## config.mk

```make
export PLATFORM = sky130hd
export DESIGN_NAME = mountaincar_step_ctrl
export DESIGN_NICKNAME = d
export VERILOG_FILES = /design/src/rtl/mountaincar_step_ctrl_pkg.sv /design/src/rtl/mountaincar_step_ctrl_fp_clamp.sv /design/src/rtl/mountaincar_step_ctrl.sv
export SDC_FILE = /design/constraint.sdc
export NUM_CORES = 1
export LEC_CHECK = 0
export CAP_MARGIN = 20
export CORE_ASPECT_RATIO = 0.7
export CORE_MARGIN = 1
export CORE_UTILIZATION = 40
export CTS_CLUSTER_SIZE = 16
export DETAILED_ROUTE_END_ITERATION = 16
export HOLD_SLACK_MARGIN = 0.12
export PLACE_DENSITY = 0.71
export SYNTH_ARGS = -nofsm -noshare
export SYNTH_HDL_FRONTEND = slang
export SYNTH_SLANG_ARGS = --single-unit
```

## constraint.sdc

```tcl
create_clock -name i_clk -period 6.5 [get_ports i_clk]
set_clock_uncertainty 0.1 [all_clocks]
set_input_delay 1.3 -clock i_clk [delete_from_list [all_inputs] [get_ports i_clk]]
set_output_delay 1.3 -clock i_clk [all_outputs]
set_load 0.1 [all_outputs]
```

## src/rtl/mountaincar_step_ctrl_pkg.sv

```systemverilog
// Shared types and constants for the mountain-car step controller.
// Float constants are IEEE-754 single precision bit patterns.
package mountaincar_step_ctrl_pkg;

  typedef enum logic [2:0] {
    IDLE,
    VEL,
    POS,
    FIX,
    PUB
  } state_t;

  localparam int FP_WL = 32;

  localparam logic [FP_WL-1:0] VEL_MAX  = 32'h3D8F5C29;
  localparam logic [FP_WL-1:0] POS_MIN  = 32'hBF99999A;
  localparam logic [FP_WL-1:0] POS_MAX  = 32'h3F19999A;
  localparam logic [FP_WL-1:0] GOAL_POS = 32'h3F000000;
  localparam logic [FP_WL-1:0] FP_ZERO  = 32'h00000000;

  localparam logic [1:0] ACT_LEFT  = 2'd0;
  localparam logic [1:0] ACT_NONE  = 2'd1;
  localparam logic [1:0] ACT_RIGHT = 2'd2;
  localparam logic [1:0] ACT_BAD   = 2'd3;

  // Sign-magnitude a < b; both zeros compare equal.
  function automatic logic fp_lt(
    input logic [FP_WL-1:0] a,
    input logic [FP_WL-1:0] b
  );
    logic a_z;
    logic b_z;
    a_z = (a[FP_WL-2:0] == '0);
    b_z = (b[FP_WL-2:0] == '0);
    if (a_z && b_z)
      return 1'b0;
    if (a[FP_WL-1] != b[FP_WL-1])
      return a[FP_WL-1];
    if (!a[FP_WL-1])
      return a[FP_WL-2:0] < b[FP_WL-2:0];
    return a[FP_WL-2:0] > b[FP_WL-2:0];
  endfunction

endpackage

```

## src/rtl/mountaincar_step_ctrl_fp_clamp.sv

```systemverilog
// Float clamp to [lo, hi] with saturation flags.
// Pure combinational; used for both velocity and position.
module mountaincar_fp_clamp
  import mountaincar_step_ctrl_pkg::*;
(
  input  logic [FP_WL-1:0] i_val,
  input  logic [FP_WL-1:0] i_lo,
  input  logic [FP_WL-1:0] i_hi,
  output logic [FP_WL-1:0] o_val,
  output logic             o_at_lo,
  output logic             o_at_hi
);

  logic w_at_lo;
  logic w_at_hi;

  assign w_at_lo = !fp_lt(i_lo, i_val);
  assign w_at_hi = !fp_lt(i_val, i_hi);

  always_comb begin
    o_val = i_val;
    unique case (1'b1)
      w_at_lo: o_val = i_lo;
      w_at_hi: o_val = i_hi;
      default: o_val = i_val;
    endcase
  end

  assign o_at_lo = w_at_lo;
  assign o_at_hi = w_at_hi;

endmodule

```

## src/rtl/mountaincar_step_ctrl.sv

```systemverilog
// Mountain-car environment step sequencer around external
// velocity and position arithmetic units.
module mountaincar_step_ctrl
  import mountaincar_step_ctrl_pkg::*;
#(
  parameter int VEL_WL    = 32,
  parameter int POS_WL    = 32,
  parameter int ACT_WL    = 2,
  parameter int MAX_STEPS = 200,
  parameter int CNT_WL    = 8,
  parameter int TMO_CYC   = 64
) (
  input  logic              i_clk,
  input  logic              i_rst_n,
  input  logic              i_ep_reset,
  input  logic [POS_WL-1:0] i_init_pos,
  input  logic              i_act_valid,
  output logic              o_act_ready,
  input  logic [ACT_WL-1:0] i_act,
  output logic              o_vel_ena,
  output logic [VEL_WL-1:0] o_vel_vel,
  output logic [POS_WL-1:0] o_vel_pos,
  output logic [ACT_WL-1:0] o_vel_act,
  input  logic              i_vel_valid,
  input  logic [VEL_WL-1:0] i_vel,
  output logic              o_pos_ena,
  output logic [POS_WL-1:0] o_pos_pos,
  output logic [VEL_WL-1:0] o_pos_vel,
  input  logic              i_pos_valid,
  input  logic [POS_WL-1:0] i_pos,
  output logic              o_state_valid,
  output logic [POS_WL-1:0] o_pos,
  output logic [VEL_WL-1:0] o_vel,
  output logic              o_done,
  output logic              o_trunc,
  output logic              o_err,
  output logic [CNT_WL-1:0] o_step_cnt
);

  localparam int TMO_WL = $clog2(TMO_CYC + 1);
  localparam logic [TMO_WL-1:0] TMO_LAST = TMO_WL'(TMO_CYC - 1);
  localparam logic [CNT_WL-1:0] CNT_MAX  = CNT_WL'(MAX_STEPS);

  state_t r_state;
  state_t w_nxt;

  logic              r_loaded;
  logic              r_pend;
  logic [POS_WL-1:0] r_init;
  logic [ACT_WL-1:0] r_act;
  logic [POS_WL-1:0] r_pos;
  logic [VEL_WL-1:0] r_vel;
  logic [POS_WL-1:0] r_pos_new;
  logic [VEL_WL-1:0] r_vel_new;
  logic [CNT_WL-1:0] r_cnt;
  logic [TMO_WL-1:0] r_tmo;
  logic              r_done;
  logic              r_trunc;
  logic              r_err;
  logic              r_state_valid;
  logic              r_vel_ena;
  logic              r_pos_ena;

  logic              w_ready;
  logic              w_hs;
  logic              w_bad;
  logic              w_abort;
  logic              w_tmo_hit;
  logic              w_load;
  logic [POS_WL-1:0] w_ld_pos;
  logic [VEL_WL-1:0] w_vel_lo;
  logic [VEL_WL-1:0] w_vel_clamp;
  logic [POS_WL-1:0] w_pos_clamp;
  logic              w_vel_at_lo;
  logic              w_vel_at_hi;
  logic              w_pos_at_lo;
  logic              w_pos_at_hi;
  logic              w_goal;
  logic              w_vel_neg;
  logic [CNT_WL-1:0] w_cnt_nx;
  logic              w_unused;

  assign w_vel_lo = {1'b1, VEL_MAX[VEL_WL-2:0]};

  mountaincar_fp_clamp u_vel_clamp (
    .i_val   (i_vel),
    .i_lo    (w_vel_lo),
    .i_hi    (VEL_MAX),
    .o_val   (w_vel_clamp),
    .o_at_lo (w_vel_at_lo),
    .o_at_hi (w_vel_at_hi)
  );

  mountaincar_fp_clamp u_pos_clamp (
    .i_val   (r_pos_new),
    .i_lo    (POS_MIN),
    .i_hi    (POS_MAX),
    .o_val   (w_pos_clamp),
    .o_at_lo (w_pos_at_lo),
    .o_at_hi (w_pos_at_hi)
  );

  assign w_unused = ^{w_vel_at_lo, w_vel_at_hi, w_pos_at_hi};

  assign w_ready = (r_state == IDLE) && r_loaded && !r_pend
                && !r_done && !r_trunc;
  assign w_hs    = w_ready && i_act_valid && !i_ep_reset;
  assign w_bad   = (i_act == ACT_WL'(ACT_BAD));
  assign w_abort = i_ep_reset && (r_state != IDLE);
  assign w_load  = (r_state == IDLE) && (i_ep_reset || r_pend);
  assign w_ld_pos = i_ep_reset ? i_init_pos : r_init;

  assign w_tmo_hit = !i_ep_reset && (r_tmo == TMO_LAST)
                  && (((r_state == VEL) && !i_vel_valid)
                   || ((r_state == POS) && !i_pos_valid));

  assign w_vel_neg = fp_lt(r_vel_new, FP_ZERO);
  assign w_goal    = !fp_lt(r_pos_new, GOAL_POS)
                  && !fp_lt(r_vel_new, FP_ZERO);
  assign w_cnt_nx  = r_cnt + 1'b1;

  always_ff @(posedge i_clk or negedge i_rst_n) begin
    if (!i_rst_n)
      r_state <= IDLE;
    else
      r_state <= w_nxt;
  end

  always_comb begin
    w_nxt = r_state;
    unique case (r_state)
      IDLE: if (w_hs && !w_bad) w_nxt = VEL;
      VEL: begin
        if (w_abort || w_tmo_hit) w_nxt = IDLE;
        else if (i_vel_valid)     w_nxt = POS;
      end
      POS: begin
        if (w_abort || w_tmo_hit) w_nxt = IDLE;
        else if (i_pos_valid)     w_nxt = FIX;
      end
      FIX:     w_nxt = w_abort ? IDLE : PUB;
      PUB:     w_nxt = IDLE;
      default: w_nxt = IDLE;
    endcase
  end

  always_ff @(posedge i_clk or negedge i_rst_n) begin
    if (!i_rst_n) begin
      r_loaded      <= 1'b0;
      r_pend        <= 1'b0;
      r_init        <= '0;
      r_act         <= '0;
      r_pos         <= '0;
      r_vel         <= '0;
      r_pos_new     <= '0;
      r_vel_new     <= '0;
      r_cnt         <= '0;
      r_tmo         <= '0;
      r_done        <= 1'b0;
      r_trunc       <= 1'b0;
      r_err         <= 1'b0;
      r_state_valid <= 1'b0;
      r_vel_ena     <= 1'b0;
      r_pos_ena     <= 1'b0;
    end else begin
      r_err         <= 1'b0;
      r_state_valid <= 1'b0;
      if (w_abort) begin
        // Load is deferred one cycle so the unit enables drop first.
        r_pend    <= 1'b1;
        r_init    <= i_init_pos;
        r_vel_ena <= 1'b0;
        r_pos_ena <= 1'b0;
      end else begin
        unique case (r_state)
          IDLE: begin
            unique case (1'b1)
              w_load: begin
                r_pos    <= w_ld_pos;
                r_vel    <= '0;
                r_cnt    <= '0;
                r_done   <= 1'b0;
                r_trunc  <= 1'b0;
                r_loaded <= 1'b1;
                r_pend   <= 1'b0;
              end
              w_hs: begin
                r_act <= i_act;
                if (w_bad) begin
                  r_err <= 1'b1;
                end else begin
                  r_vel_ena <= 1'b1;
                  r_tmo     <= '0;
                end
              end
              default: ;
            endcase
          end
          VEL: begin
            if (i_vel_valid) begin
              r_vel_new <= w_vel_clamp;
              r_vel_ena <= 1'b0;
              r_pos_ena <= 1'b1;
              r_tmo     <= '0;
            end else if (w_tmo_hit) begin
              r_err     <= 1'b1;
              r_vel_ena <= 1'b0;
            end else begin
              r_tmo <= r_tmo + 1'b1;
            end
          end
          POS: begin
            if (i_pos_valid) begin
              r_pos_new <= i_pos;
              r_pos_ena <= 1'b0;
            end else if (w_tmo_hit) begin
              r_err     <= 1'b1;
              r_pos_ena <= 1'b0;
            end else begin
              r_tmo <= r_tmo + 1'b1;
            end
          end
          FIX: begin
            r_pos_new <= w_pos_clamp;
            // Inelastic left wall: stop the car when pinned there.
            if (w_pos_at_lo && w_vel_neg)
              r_vel_new <= '0;
          end
          PUB: begin
            r_pos         <= r_pos_new;
            r_vel         <= r_vel_new;
            r_cnt         <= w_cnt_nx;
            r_done        <= w_goal;
            r_trunc       <= (w_cnt_nx == CNT_MAX);
            r_state_valid <= 1'b1;
          end
          default: ;
        endcase
      end
    end
  end

  assign o_act_ready   = w_ready;
  assign o_vel_ena     = r_vel_ena;
  assign o_vel_vel     = r_vel;
  assign o_vel_pos     = r_pos;
  assign o_vel_act     = r_act;
  assign o_pos_ena     = r_pos_ena;
  assign o_pos_pos     = r_pos;
  assign o_pos_vel     = r_vel_new;
  assign o_state_valid = r_state_valid;
  assign o_pos         = r_pos;
  assign o_vel         = r_vel;
  assign o_done        = r_done;
  assign o_trunc       = r_trunc;
  assign o_err         = r_err;
  assign o_step_cnt    = r_cnt;

endmodule

```

Word level (Yosys, flattened, before mapping) --
Index checks and enable logic that the tools add are counted.
Operators by class: add/subtract/negate cells 2, $lt $le $gt $ge 10, equal/unequal tests 23, mux-type cells 88, bitwise logic cells 1, reduce and logical (&&, ||, !) cells 52
Operators by type and width (count):
- one-hot mux 32 bit (2 select lines) | 6
- 2-to-1 mux 32 bit | 6
- greater-than comparator 31 x 30 -> 1 bit (second input constant) | 3
- < comparator 31 x 30 -> 1 bit (second input constant) | 3
- greater-than comparator 30 x 31 -> 1 bit (first input constant) | 2
- 2-to-1 mux 1 bit | 56
- 2-to-1 mux 7 bit | 5
- greater-than comparator 31 x 1 -> 1 bit (second input constant) | 1
- zero test 31 bit | 1
- < comparator 31 x 1 -> 1 bit (second input constant) | 1
- one-hot mux 7 bit (3 select lines) | 1
- 2-to-1 mux 3 bit | 6
- one-hot mux 8 bit (2 select lines) | 1
- logical AND 1 bit | 15
- AND reduction 3 bit | 5
- != test 2 bit (second input constant) | 7
- zero test 1 bit | 13
- one-hot mux 3 bit (4 select lines) | 1
- AND reduction 4 bit | 3
- nonzero test 3 bit | 4
- nonzero test 2 bit | 5
- != test 3 x 2 -> 1 bit (second input constant) | 3
- != test 3 bit (second input constant) | 3
- adder 8 x 1 -> 8 bit (second input constant) | 1
- 17 further kinds | 24
Storage, ports and cells: register bits after elaboration 188, input bits 104, output and inout port bits 209, logic and storage cells 193

Logic depth before layout (Yosys ltp) --
depth in word-level cells 11, depth in mapped cells 9, mapped depth without buffers 7

By module --
A second synthesis with hierarchy kept.
Second synthesis, totals: cell total of the unflattened synthesis 1592, area total of the unflattened synthesis 14483.9 µm²
By module, submodules not included:
- mountaincar_step_ctrl | times used 1, cells each 848, area an instance 9056.2 µm², seq. area each 4704.5 µm²
- mountaincar_fp_clamp | times used 2, cells each 372, area an instance 2713.9 µm², seq. area each 0.0 µm²

Worst setup path before layout --
No wires, ideal clock.
path kind register to output, from reg r_done, in the netlist o_done, to out o_act_ready, data arrival time 1994 ps, required time 5100 ps, setup slack 3106 ps, stages on the path, launching flop included 3, path buffers 0, cells stage by stage dfrtp_1 -> nor4b_1 -> and2_1
Between the ends: cells in the longest elaborated chain, start to end 3
RTL lines:
- from (decl) | line mountaincar_step_ctrl.sv:57 | logic r_done;
- from (signal assigned) | line mountaincar_step_ctrl.sv:233 | r_done <= w_goal;
- zero test 1 bit | line mountaincar_step_ctrl.sv:106 | && !r_done && !r_trunc;
- logical AND 1 bit (2 in a row) | line mountaincar_step_ctrl.sv:106
- to (decl) | line mountaincar_step_ctrl.sv:18 | output logic o_act_ready,
Every way passes these cells.

Final worst setup path --
from reg r_state[0], to out o_act_ready
Between the ends: cells in the longest elaborated chain, start to end 5
RTL lines:
- from (decl) | line mountaincar_step_ctrl.sv:44 | state_t r_state;
- from (signal assigned) | line mountaincar_step_ctrl.sv:126 | r_state <= w_nxt;
- zero test 3 bit | line mountaincar_step_ctrl.sv:105 | assign w_ready = (r_state == IDLE) && r_loaded && !r_pend
- logical AND 1 bit (2 in a row) | line mountaincar_step_ctrl.sv:105
- logical AND 1 bit (2 in a row) | line mountaincar_step_ctrl.sv:106
Every way passes these cells.

==> out/results.ini <==
[outcome]
status = finished, final reports clean

[synthesis]
ys.flop_type = dfrtp_1
synthXorXnorAreaFrac_pct = 0.638
post-synth-top-area-cell = dfrtp_1
synth-edff-count = 0
synth_compound_area_share_pct = 18.2
synthCells = 989
yosys.area_share.simple_pct = 13.0
synth_area_leaders = dfrtp_1 49%, buf_4 7.6%, o21ai_0 7.0%
synth_warnings = 0
yosysSeqAreaShare_pct = 48.9
synth_area_sq_um = 9610
synthMuxAreaShare_pct = 7.91
synth_fa_ha_area_share_pct = 0.390
netlist.area_leader.share_pct = 48.9
async_flop_share_pct = 100
synth_nets = 1096
synth_cell_types = 59
ys_ff_latch = 188
synth_top_family_by_area = compound AO/OA/AOI/OAI gates
syn_area_per_cell_sq_um = 9.72

[die]
core_sq_um = 23600
die-area_sq_um = 24700
initial_core_util_pct = 40.7
rows = 47
die_h_um = 132
pin_count = 313
die_x_um = 187

[job]
maxCapViolCount = 0

[grt]
grt.total_usage_pct = 22.3
grt_max_degree = 81
grt_pass1_wl_um = 43200
grt_pass1_vias = 7573
grt_overflow = 0
antenna_found_initial = 1

[finish]
mostFrequentLayoutCell = clkdlybuf4s50_1
ff_latch_area_sq_um = 4700
antenna_cells = 0
fin_nets = 1282
multi_input_area_sq_um = 3870
area_delta_synth_final_pct = 34.0
final_cells = 1506
drive_gt1_share_pct = 7.66
fill_cells = 2103
layout_common_cells = 309 x clkdlybuf4s50_1, 188 x dfrtp_1, 134 x o21ai_0, 126 x nand2_1, 48 x nor2_1
utilization_pct = 54.5

[timing]
hold_viol = 0
tightest_slew_ps = 1030
drv_slew = 0
fin_crit_ps = 4490
fin_ws_ps = 2010
grt_setup_unrepaired = no
relSlewSlack_pct = 31.0
setup_violations = 0
tns_ps = 0
timing.final.crit_share_pct = 69.1
max_freq_ghz = 0.223

[detailed_routing]
routedWlPerCell_um = 18.2
drt-total-wl_um = 27400
vias = 8015
drtIter0Drc = 552
firstDrtPassIters = 6
antenna_left = 0
drt-vias-per-instance = 5.32
drc = 0

[clock_network]
cts.sinks = 188
clk-insertion-delay-late_ps = 440
clk_path_buf_depth = 2
cts_tree = built
cts_setup_buffers = 0
cts_root_buf = clkbuf_16
h-tree-depth = 4
cts_hold_buf = 0
cts_buffers = 17
path_clk_slew_ps = 70
cts-resized-gates = 0

[hold_path]
hp-class = reg -> reg

[placement]
dp_cells = 1474
preCtsSetupSlack_ps = 1740
gp_congestion = 0.893
portBuffers = 312
place_hpwl_um = 19500

[worst_setup_path]
timing.critical_path.from_type = flop
crit_arrival_ps = 3090
worstSetupEndpointType = primary output
path_max_fanout = 28
required_ps = 5100
crit_type = reg -> out

routing by layer:
metal / wire length (um) / vias up / GRT usage (%) / part of all wire (%)
met3: 1580 / 22 / 4.27 / 5.8
met1: 13400 / 3903 / 32.9 / 49
met2: 12100 / 295 / 33.0 / 44
li1: - / 3795 / - / -
met4: 320 / 0 / 7.06 / 1.2
met5: 0 / - / 0 / 0
state kept, by name, indices dropped and copies added, names as in the netlist:
| register | cells |
|---|---|
| o_pos_ena | 1 |
| o_vel_act | 2 |
| o_state_valid | 1 |
| o_step_cnt | 8 |
| r_tmo | 7 |
| r_pos_new | 32 |
| o_done | 1 |
| o_err | 1 |
| r_loaded | 1 |
| o_vel | 32 |
| o_vel_ena | 1 |
| o_pos_vel | 32 |
| o_trunc | 1 |
| r_pend | 1 |
| r_state | 3 |
| o_pos | 32 |
| r_init | 32 |
metrics by stage:
stage	area [sq um]	hold slack, ps
after global placement	12200	349
final	12900	368
after detailed placement	12300	350
after floorplan	9610	330
after global routing	12900	409
after CTS	12900	372
path summary, 6_finish.rpt:
kind,slack [ps],startpoint,endpoint,cells after the start
worst max-delay path,2010,r_state[0],o_act_ready,3
worst min-delay path,370,r_loaded,r_loaded,1
worst max register to register,2990,r_state[0],o_step_cnt[3],7
worst min register to register,370,r_loaded,r_loaded,1
max in group asynchronous,4290,i_rst_n,r_pos_new[31],2
min in group asynchronous,750,i_rst_n,o_vel[24],1
worst max-delay path, cell delays in order (launching register included):
cell	delay [ps]
dfrtp_1	730
nor3_1	540
and2_1	220
clkdlybuf4s50_1	1160
synthesized netlist by cell type, drive strengths merged, types with 2 or more instances:
cell and instances:
dfrtp 188, o21ai 135, nand2 128, buf 112, nor2 49, clkbuf 41
mux2 37, a22o 34, mux2i 34, inv 25, o2bb2ai 19, a22oi 17
nor2b 17, a31oi 15, nor4 15, nand4 14, a21oi 13, nand3 13
nor3 8, o22ai 8, and3 7, and2 5, o211ai 5, xor2 5
o31ai 4, or2 4, a2111oi 3, a21o 3, ha 3, o21a 3
or3 3, a211oi 2, nor3b 2, o2111a 2, xnor2 2
cell type report:
type,count,area share [%]
multi-input cells,622,30.1
clock buffers,19,3.52
well taps,318,3.09
inverters,26,0.758
flip-flops and latches,188,36.5
repair buffers,320,24.7
clock inverters,13,1.37
cells by family after synthesis:
| kind of cell | Yosys count |
|---|---|
| and+or+nand+nor | 271 |
| adders and majority gates | 3 |
| buffers and inverters | 179 |
| AOI/OAI and AO/OA | 270 |
| muxes | 71 |
| xor gates and xnor gates | 7 |
| DFF | 188 |
Power is left out: the tool's default activity adds up to more than one toggle a clock period on the data nets, which glitch-free logic cannot reach.
==> patch 1 (same settings) <==
Change the parameter `CNT_WL` from 8 to 4.
--- a/src/rtl/mountaincar_step_ctrl.sv
+++ b/src/rtl/mountaincar_step_ctrl.sv
@@ -7,7 +7,7 @@
   parameter int POS_WL    = 32,
   parameter int ACT_WL    = 2,
   parameter int MAX_STEPS = 200,
-  parameter int CNT_WL    = 8,
+  parameter int CNT_WL    = 4,
   parameter int TMO_CYC   = 64
 ) (
   input  logic              i_clk,
Ports: changed (resized o_step_cnt); port bits go from 313 to 309. No check against the original RTL was run, so the function may have changed too.
==> patch 1 against the unedited design <==
Worst setup slack better by 0.26 ns; critical path type unchanged; largest cell class unchanged; critical endpoint unchanged; sequential cell count fell by 4; wire length down 2.0%; first-iteration DRC count fell by 1.4%; synthesized area decreased by 0.56%; core utilization grew 0.85 points; critical path depth up 1; cell area shrank 1.1%; die area is 0.55% lower.
==> patch 1: results (changes against the unedited design) <==
status complete, no violations; peak supply drop 0.0004504 V; # H-tree levels 4 (unchanged); EDFF count, synth 0 (unchanged); share of post-route cells with drive strength above 1 8.904% (+1.2 points); post-synth cell types 60 (+1.7%); Leak Pwr 0.005598 uW; maximum clock path buffer count 2 (unchanged); Synth async-reset ratio 100.0% (unchanged); Post-Syn Instances 971 (-1.8%); worst hold path type register to register; drt total wl 26,880 um (-2.0%); CP max FO 17 (-39%); vias in the first global route 7,125 (-5.9%); DR vias/cell 5.179 (-2.7%); Inserted Diodes 0 (unchanged); Routed WL per cell 18.16 um (-0.25%); dominant cells by area after synthesis dfrtp_1 48%, buf_4 7.7%, mux2i_1 5.0%; Net Count, Synth 1,078 (-1.6%); number of buffers created by CTS 17 (unchanged); Root Buffer clkbuf_16; Worst Path Arrival 2.83 ns (-0.26 ns); detailed placement HPWL 19,650 um (+0.93%); initial antenna violation count 1 (unchanged); worst skew pair latency 0.43 ns; post_cts resized 0 (unchanged); Routability Congestion 0.8687 (-2.7%); Main synth FF type dfrtp_1; DR pass1 iterations 5 (-1); largest net degree at the start of global routing 102 (+26%); Port Buffers 308 (-1.3%); sequential-to-total area share from yosys stat 48.16% (-0.77 points); CTS clk-pin slew, worst paths 0.06 ns; drt initial violations 544 (-1.4%); first-pass GRT wire length 42,130 um (-2.5%); Post-synth top cells 184 x dfrtp_1, 98 x buf_4, 94 x o21ai_0, 85 x nand2_1, 82 x nor2_1; dpl cells 1,448 (-1.8%); Tot GR Track Use 21.93% (-0.40 points); Layout Nets 1,262 (-1.6%); fillcell total 2,049 (-2.6%); postcts setup bufs 0 (unchanged); Worst-Margin Slew 1.100 ns (+0.06590 ns); Warnings, synthesis 0 (unchanged)
patch 1: cell types whose count changed after synthesis, sizes merged, moves of 6 or more:
cell | before | now
nor2 | 49 | 82
o21ai | 135 | 94
and3 | 7 | 15
o22ai | 8 | 2
o2bb2ai | 19 | 12
mux2i | 34 | 48
nand2 | 128 | 85
mux2 | 37 | 50
a22oi | 17 | 0
a21oi | 13 | 48
inv | 25 | 36
nand4 | 14 | 8
patch 1: layout make-up:
cell class | count | area [sq um] | area share, %
Clock buffer | 18 | 429.2 | 3.368
Clock inverter | 14 | 155.1 | 1.218
Inverter | 36 | 135.1 | 1.061
Multi-Input combinational cell | 598 | 3875 | 30.41
Sequential cell | 184 | 4604 | 36.14
Tap cell | 312 | 390.4 | 3.064
Timing Repair Buffer | 318 | 3152 | 24.74
patch 1: cell families (layout without fill, tap and decap cells):
| kind of cell | count (synthesis) | after routing | synth area share (%) |
|---|---|---|---|
| adder cells (fa/ha/maj) | 3 | 3 | 0.3927 |
| AND/OR/NAND/NOR | 259 | 259 | 12.75 |
| XOR/XNOR | 5 | 5 | 0.4580 |
| flip-flops | 184 | 184 | 48.16 |
| AO/OA/AOI/OAI | 233 | 233 | 15.77 |
| multiplexers | 98 | 98 | 10.91 |
| buffers and inverters | 189 | 386 | 11.56 |
patch 1: stage by stage:
stage | power [uW] | worst slack (ns) | util [%] | area, sq um
after CTS | 6332 | 2.247 | 55.34 | 12740
after floorplan | 4612 | 2.493 | - | 9560
after global routing | 6520 | 2.115 | 55.34 | 12740
final | 6284 | 2.270 | 55.34 | 12740
after detailed placement | 5299 | 2.615 | 52.80 | 12160
after global placement | 5266 | 2.645 | 52.80 | 12160
patch 1: critical path, stage by stage (launching register included):
cell	delay, ns
dfrtp_1	0.56
nor3_1	0.38
nand2_1	0.09
nor2_1	0.20
clkdlybuf4s50_1	1.17
patch 1: power breakdown:
part / total, uW / switching [uW] / internal, uW / leakage [uW]
clock network: 1020 / 500 / 517 / 0.000286
logic: 3580 / 2780 / 802 / 0.00302
registers: 1690 / 271 / 1420 / 0.00229
total: 6280 / 3550 / 2740 / 0.00560
patch 1: path summary, 6_finish.rpt:
kind	from	end	slack [ns]	cells after the start
max in group asynchronous	i_rst_n	o_pos_vel[6]	4.34	2
min reg2reg	r_loaded	r_loaded	0.40	1
max	r_state[2]	o_act_ready	2.27	4
min	r_loaded	r_loaded	0.40	1
max reg2reg	r_pos_new[14]	o_pos_vel[1]	3.16	7
min in group asynchronous	i_rst_n	o_pos[7]	0.72	1
patch 1: routing by layer:
metal  wire (um)  global-route usage (%)  vias to the layer above
li1            -                       -                     3689
met4         233                   4.144                        2
met3        1647                   5.182                       18
met2       11730                   32.05                      265
met1       13260                   32.90                     3691
met5          13                       0                        -
==> patch 2 (same settings) <==
Made on the original files. The 5 states of `state_t` get a one-hot encoding in 5 bits.
--- a/src/rtl/mountaincar_step_ctrl_pkg.sv
+++ b/src/rtl/mountaincar_step_ctrl_pkg.sv
@@ -2,12 +2,12 @@
 // Float constants are IEEE-754 single precision bit patterns.
 package mountaincar_step_ctrl_pkg;
 
-  typedef enum logic [2:0] {
-    IDLE,
-    VEL,
-    POS,
-    FIX,
-    PUB
+  typedef enum logic [4:0] {
+    IDLE = 5'b00001,
+    VEL  = 5'b00010,
+    POS  = 5'b00100,
+    FIX  = 5'b01000,
+    PUB  = 5'b10000
   } state_t;
 
   localparam int FP_WL = 32;
Function: no difference found for any inputs over 4 cycles, from zero or initial values and one cycle with i_rst_n low; so few cycles prove little.
==> patch 2 against the unedited design <==
First-iteration DRC count up 10%; worst setup slack improved by 0.29 ns; final cell count decreased by 5.1%; synthesized area is 4.6% lower; sequential cell count grew 2; cell area fell by 3.4%; wire length shrank 4.7%; largest cell class unchanged.
==> patch 2: results (changes against the unedited design) <==
fmax 237.9 MHz (+6.8%); detailed placement HPWL 18,340 um (-5.8%); DR pass1 iterations 5 (-1); DR vias/cell 5.232 (-1.7%); sequential-to-total area share from yosys stat 51.83% (+2.9 points); DP Worst Slack 2.159 ns (+0.4187 ns); post-synth cell types 64 (+8.5%); status complete, no violations; Net Count, Synth 1,026 (-6.4%); worst hold endpoint r_init[27]; final non-filler cell total 1,429 (-5.1%); first-pass GRT wire length 40,330 um (-6.6%); vias in the first global route 6,962 (-8.1%); Layout Nets 1,220 (-4.8%); worst reg2reg setup slack 2.50 ns (-0.49 ns); initial antenna violation count 0 (-1); Worst path max stage delay 1.19 ns (+0.03 ns); Worst-Margin Slew 1.027 ns (-0.007364 ns); GR Layer Usage met2 32.05% (-0.95 points); Routed WL per cell 18.29 um (+0.46%); fillcell total 1,913 (-9.0%); dpl cells 1,399 (-5.1%); WL met2 11,130 um (-8.2%); Crit. Startpoint r_state[1]; Tot GR Track Use 22.22% (-0.10 points); Post-synth top cells 189 x dfrtp_1, 184 x nand2_1, 96 x buf_4, 62 x a22o_1, 55 x o21ai_0; met3 GRT Util 4.500% (+0.23 points)
==> patch 2: cell count changes after synthesis, sizes merged, moves of 6 or more <==
cell / change
a22o: +28
a22oi: -17
a31oi: -10
buf: +8
clkbuf: -16
inv: -18
mux2: -34
nand2: +58
nor2: -6
nor2b: -13
o21ai: -51
o22a: +17
o22ai: -7
==> patch 2: cells by family (layout without fill, tap and decap cells) <==
kind of cell             after synthesis  after routing  share of synthesized area [%]
AO/OA/AOI/OAI                        224            224                          17.35
XOR/XNOR                               7              7                         0.6682
adder cells (fa/ha/maj)                3              3                         0.4092
buffers and inverters                152            357                          10.88
flip-flops                           190            190                          51.83
multiplexers                          36             36                          3.968
AND/OR/NAND/NOR                      307            307                          14.89
==> patch 2: area by class of cell <==
class	count	area [sq um]	area share, %
clock buffers	20	446.7	3.591
inverters	7	28.78	0.2314
multi-input cells	577	3442	27.67
clock inverters	10	188.9	1.519
repair buffers	320	3194	25.68
well taps	305	381.6	3.068
flip-flops and latches	190	4756	38.24
